===== config.mk =====
export PLATFORM = sky130hd
export DESIGN_NAME = unary_sum_decoder
export DESIGN_NICKNAME = d
export VERILOG_FILES = /design/src/rtl/unary_pkg.sv /design/src/rtl/unary_sum_decoder.sv
export SDC_FILE = /design/constraint.sdc
export NUM_CORES = 1
export LEC_CHECK = 0
export CAP_MARGIN = 25
export CORE_ASPECT_RATIO = 1.2
export CORE_MARGIN = 3
export CORE_UTILIZATION = 45
export CTS_CLUSTER_DIAMETER = 30
export DETAILED_ROUTE_END_ITERATION = 12
export PLACE_DENSITY = 0.74
export SLEW_MARGIN = 40
export SYNTH_ARGS = -nofsm -noshare
export SYNTH_HDL_FRONTEND = slang
export SYNTH_SLANG_ARGS = --single-unit

===== constraint.sdc =====
create_clock -name clk -period 1.3 [get_ports clk]
set_input_delay 0.325 -clock clk [delete_from_list [all_inputs] [get_ports clk]]
set_output_delay 0.325 -clock clk [all_outputs]
set_load 0.01 [all_outputs]

===== src/rtl/unary_pkg.sv =====
// Shared definitions for the unary adder / sum decoder pair: decoder FSM
// states and the width derivations both sides must agree on.
package unary_pkg;

    // Decoder control states.
    typedef enum logic [1:0] {
        IDLE = 2'd0,
        SCAN = 2'd1,
        HOLD = 2'd2
    } state_e;

    // Width of the thermometer sum produced by adding two NOF_BITS operands.
    function automatic int sum_width(input int nof_bits);
        return 2 * nof_bits;
    endfunction

    // Width needed to hold every count 0..sum_width inclusive.
    function automatic int count_width(input int nof_bits);
        return $clog2(2 * nof_bits + 1);
    endfunction

    localparam int NOF_BITS_DEFAULT = 8;
    localparam int SW_DEFAULT       = sum_width(NOF_BITS_DEFAULT);
    localparam int CW_DEFAULT       = count_width(NOF_BITS_DEFAULT);

endpackage


===== src/rtl/unary_sum_decoder.sv =====
// Serial thermometer-to-binary decoder. Captures a thermometer-coded sum,
// walks it LSB first for exactly SW cycles, counts the leading run of ones
// and flags any one found after a zero as a malformed code. The result is
// held on a valid/ready output until taken.
module unary_sum_decoder
    import unary_pkg::*;
#(
    parameter int NOF_BITS = 8
) (
    input  logic                                  clk,
    input  logic                                  rst,
    input  logic                                  in_valid,
    output logic                                  in_ready,
    input  logic [2*NOF_BITS-1:0]                 in_sum,
    output logic                                  out_valid,
    input  logic                                  out_ready,
    output logic [$clog2(2*NOF_BITS+1)-1:0]       out_count,
    output logic                                  out_err,
    output logic                                  overrun
);

    localparam int SW   = sum_width(NOF_BITS);
    localparam int CW   = count_width(NOF_BITS);
    localparam int IDXW = $clog2(SW);
    localparam logic [IDXW-1:0] LAST_IDX = IDXW'(SW - 1);

    state_e          state_q, state_d;
    logic [SW-1:0]   shift_q, shift_d;
    logic [CW-1:0]   count_q, count_d;
    logic            err_q, err_d;
    logic            zero_seen_q, zero_seen_d;
    logic [IDXW-1:0] idx_q, idx_d;
    logic            overrun_q, overrun_d;

    // State and datapath registers; reset aborts any scan in progress.
    always_ff @(posedge clk or posedge rst) begin
        if (rst) begin
            state_q     <= IDLE;
            shift_q     <= '0;
            count_q     <= '0;
            err_q       <= 1'b0;
            zero_seen_q <= 1'b0;
            idx_q       <= '0;
            overrun_q   <= 1'b0;
        end else begin
            state_q     <= state_d;
            shift_q     <= shift_d;
            count_q     <= count_d;
            err_q       <= err_d;
            zero_seen_q <= zero_seen_d;
            idx_q       <= idx_d;
            overrun_q   <= overrun_d;
        end
    end

    // Next-state logic: accept in IDLE, one bit per cycle in SCAN, wait in HOLD.
    always_comb begin
        state_d     = state_q;
        shift_d     = shift_q;
        count_d     = count_q;
        err_d       = err_q;
        zero_seen_d = zero_seen_q;
        idx_d       = idx_q;
        // Any sum offered while busy is lost; remember that until reset.
        overrun_d   = overrun_q | (in_valid & (state_q != IDLE));

        case (state_q)
            IDLE: begin
                if (in_valid) begin
                    shift_d     = in_sum;
                    count_d     = '0;
                    err_d       = 1'b0;
                    zero_seen_d = 1'b0;
                    idx_d       = '0;
                    state_d     = SCAN;
                end
            end
            SCAN: begin
                shift_d = shift_q >> 1;
                if (shift_q[0]) begin
                    // A one after a zero breaks the thermometer code; the
                    // count keeps only the leading run.
                    if (zero_seen_q) begin
                        err_d = 1'b1;
                    end else begin
                        count_d = count_q + CW'(1);
                    end
                end else begin
                    zero_seen_d = 1'b1;
                end
                // Always scan the full width so malformed tails are caught.
                idx_d = idx_q + IDXW'(1);
                if (idx_q == LAST_IDX) begin
                    state_d = HOLD;
                end
            end
            HOLD: begin
                if (out_ready) begin
                    state_d = IDLE;
                end
            end
            default: begin
                state_d = IDLE;
            end
        endcase
    end

    // in_ready is held low for as long as reset is asserted.
    assign in_ready  = (state_q == IDLE) & ~rst;
    assign out_valid = (state_q == HOLD);
    assign out_count = count_q;
    assign out_err   = err_q;
    assign overrun   = overrun_q;

endmodule


==> summary.md <==
| Metric | Value |
|---|---|
| Warnings from Yosys | `0` |
| # port buffers | `28` |
| Vias per cell | `5.73` |
| Required @ worst endpoint | `0.98 ns` |
| WL final | `about 3800 µm` |
| R2R Path Start | `state_q[1]$_DFFE_PP0P_` |
| H-tree Lvls | `2` |
| HP Class | `input port to async pin` |
| Internal cell power | `around 2.4 mW` |
| Drt wl/cell | `15.1 µm` |
| Final worst slack | `-0.183 ns` |
| Antenna cell count | `0` |
| Clk Latency, worst-skew pair | `0.33 ns` |
| Post-synth design cell area | `about 1600 µm²` |
| Final hold violation count | `0` |
| Maximum VDD drop | `0.00149 V` |
| Iter 0 DRT Violations | `42` |
| Vias in the first global route | `1369` |
| Psw | `1.38 mW` |
| Leak Pwr | `0.930 nW` |
| Combinational share of power | `42.8%` |
| CP max FO | `3` |
| RSZ-0062 raised after global routing | `true` |
| Die span in y | `70.4 µm` |
| Cell Chain, Critical Path | `buf_6, nor3_4, buf_2` |
| CTS tree | `done` |
| CP bufs+invs | `2` |
| Global route total overflow | `0` |
| Distinct cells, synth | `34` |
| Clock Path Buffers | `2` |
| Initial core utilization | `48.7%` |
| Post-layout util | `68.7%` |
| Global-route usage over all layers | `19.5%` |
| Power after layout | `3.76 mW` |
| Max-slew violations | `0` |
| Failing checks | `negative setup slack` |
| Num CTS Buffers | `5` |
| PwrDens | `1710 nW/µm²` |
| Drc violations | `0` |
| Final Cycle Share | `114%` |
| FF+latch count, synth | `30` |
| Top delay family on crit path | `flip-flops` |
| Root Buffer | `clkbuf_4` |
| Hpwl dp | `2540 µm` |
| Row count | `22` |
| Max-slew headroom | `78.6%` |
| Max-Cap Viols | `0` |
| Minimum clock period | `1.48 ns` |
| Post-synthesis area per instance | `9.53 µm²` |
| Clk sinks | `30` |
| Largest net degree at the start of global routing | `32` |
| Critical path startpoint | `state_q[1]$_DFFE_PP0P_` |
| Mapped Cells | `about 160` |
| Area grow syn2layout | `41.1%` |
| R2R depth | `5` |
| First-pass DRT Iterations | `4` |
| Register share of total power | `41.6%` |
| Final setup vio count | `28` |
| Critical Path Source Type | `flip-flop` |
| Max Fclk | `0.674 GHz` |
| Final Net Count | `237` |
| Clock group share of total power | `15.6%` |
| DP Worst Slack | `-0.489 ns` |
| Syn Nets | `around 190` |
| Io pins | `29` |
| Worst Tran Pin Value | `0.321 ns` |
| CP endpoint kind | `output port` |
| Worst Skew | `0.00544 ns` |
| Sw frac | `36.8%` |
| Critical Path Slowest Stage Cell | `dfrtp_1` |
| Die Width | `approximately 60 µm` |
| Area occupied by multi-input gates | `roughly 830 µm²` |
| Slowest cell delay on critical path | `roughly 0.40 ns` |
| Die footprint | `4200 µm²` |
| Critical Path Stages | `3` |
| GP Congestion | `0.827` |
| Reg area | `751 µm²` |
| Critical path type | `flip-flop to output port` |
| Antenna-violating nets left | `0` |
| Initial antenna violation count | `0` |
| First-pass GRT wire length | `6290 µm` |
| Status | `finished, violations left` |
| Placeable Area | `3190 µm²` |
| FILL cells | `259` |
| CTS clock-pin slew for the worst setup and hold paths | `0.09 ns` |
| Arr. time, crit path | `1.16 ns` |
| Via count | `about 1400` |
| Seq/Total Area, Yosys | `48.3%` |
| Share of layout cells above drive strength 1 | `28.2%` |
[state kept, by name, summed over array words and instances (netlist names)]
name / cells
idx_q: 4
out_count: 5
out_err: 1
overrun: 1
shift_q: 16
state_q: 2
zero_seen_q: 1
[worst min-delay path: cells and delay by family]
family,cells,cell delay (ns)
buf+inv,3,0.78
[cell usage after synthesis (all sizes together)]
cell type,count,area share (%)
clkbuf,1,0.24
or3,2,0.81
inv,3,0.72
nand3,4,1.3
and2,1,0.40
a21oi,15,4.8
nor3b,1,0.81
dfrtp,30,48
o211ai,4,1.9
o31ai,1,0.48
nor2b,11,5.1
o21bai,1,0.48
buf,9,3.6
and2b,5,2.4
nand2b,3,1.2
nor3,1,0.32
o311ai,1,0.56
a41oi,1,0.56
a31oi,2,0.81
nand4bb,2,1.4
nand2,16,3.9
mux2i,2,1.3
a22oi,15,7.2
o21ai,24,7.7
nand4,1,0.40
a22o,1,0.56
nor2,4,0.97
ha,2,1.6
[power groups by stage]
stage / clock network (mW) / logic [mW] / registers (mW)
after floorplan: 0 / 0.822 / 1.53
after global placement: 0 / 1.34 / 1.52
after detailed placement: 0 / 1.42 / 1.55
after CTS: 0.598 / 1.54 / 1.52
after global routing: 0.648 / 1.78 / 1.62
final: 0.586 / 1.61 / 1.56
[per-stage QoR]
stage | TNS [ns] | hold WS [ns] | area, µm² | cells
finish | -1.56 | 0.410 | 2190 | 252
floorplan | 0 | 0.411 | 1570 | 163
global placement | -4.82 | 0.448 | 2000 | 236
global route | -3.69 | 0.405 | 2190 | 252
CTS | -2.29 | 0.409 | 2140 | 251
detailed placement | -6.31 | 0.456 | 2000 | 236
[what timing repair did]
| item | CTS | global route |
|---|---|---|
| endpoints found under the setup margin | 35 | 37 |
| resized for setup | 28 | 26 |
| hold endpoints to repair | 0 | 0 |
| pin swaps | 1 | 1 |
| buffers inserted | 7 | 1 |
| hold buffers | 0 | 0 |
[path summary, 6_finish.rpt]
check,end,slack [ns]
worst max-delay path,in_ready,-0.18
worst min-delay path,state_q[0]$_DFFE_PP0P_,0.41
worst max register to register,idx_q[1]$_DFFE_PP0P_,-0.15
worst min register to register,overrun$_DFF_PP0_,0.48
max in group asynchronous,shift_q[0]$_DFFE_PP0P_,0.73
min in group clk,overrun$_DFF_PP0_,0.48
[final cells by class]
class	instances	share of cell area [%]
inverters	3	0.628
repair buffers	55	22.3
clock buffers	7	2.51
multi-input cells	120	38.0
flip-flops and latches	30	34.2
clock inverters	1	0.228
well taps	36	2.05
[logic make-up after synthesis]
kind of cell             share of synthesized area [%]
AO/OA/AOI/OAI                                     25.2
AND/OR/NAND/NOR                                   19.0
adder cells (fa/ha/maj)                           1.61
flip-flops                                        48.3
multiplexers                                      1.29
buffers and inverters                             4.59
[layer usage]
metal	part of all wire, %	vias to the layer above	GRT usage [%]
met4	2.3	0	7.39
met5	0	-	0
met3	4.7	12	5.55
met2	51	33	31.0
met1	42	703	24.4
li1	-	697	-
[cell usage in the layout, fill, tap and decap left out, types with 3 or more instances in the layout]
cell / instances
buf_12: 3
nor2_1: 3
clkbuf_4: 5
o21ai_1: 13
a22oi_2: 8
buf_6: 3
a21oi_1: 15
clkdlybuf4s50_1: 19
dfrtp_1: 30
a22oi_1: 7
and2b_1: 5
buf_4: 22
nor2b_1: 9
nand3_1: 4
o211ai_1: 4
clkbuf_2: 7
nand2_1: 16
o21ai_0: 11
Power figures use the tool's default switching activity.
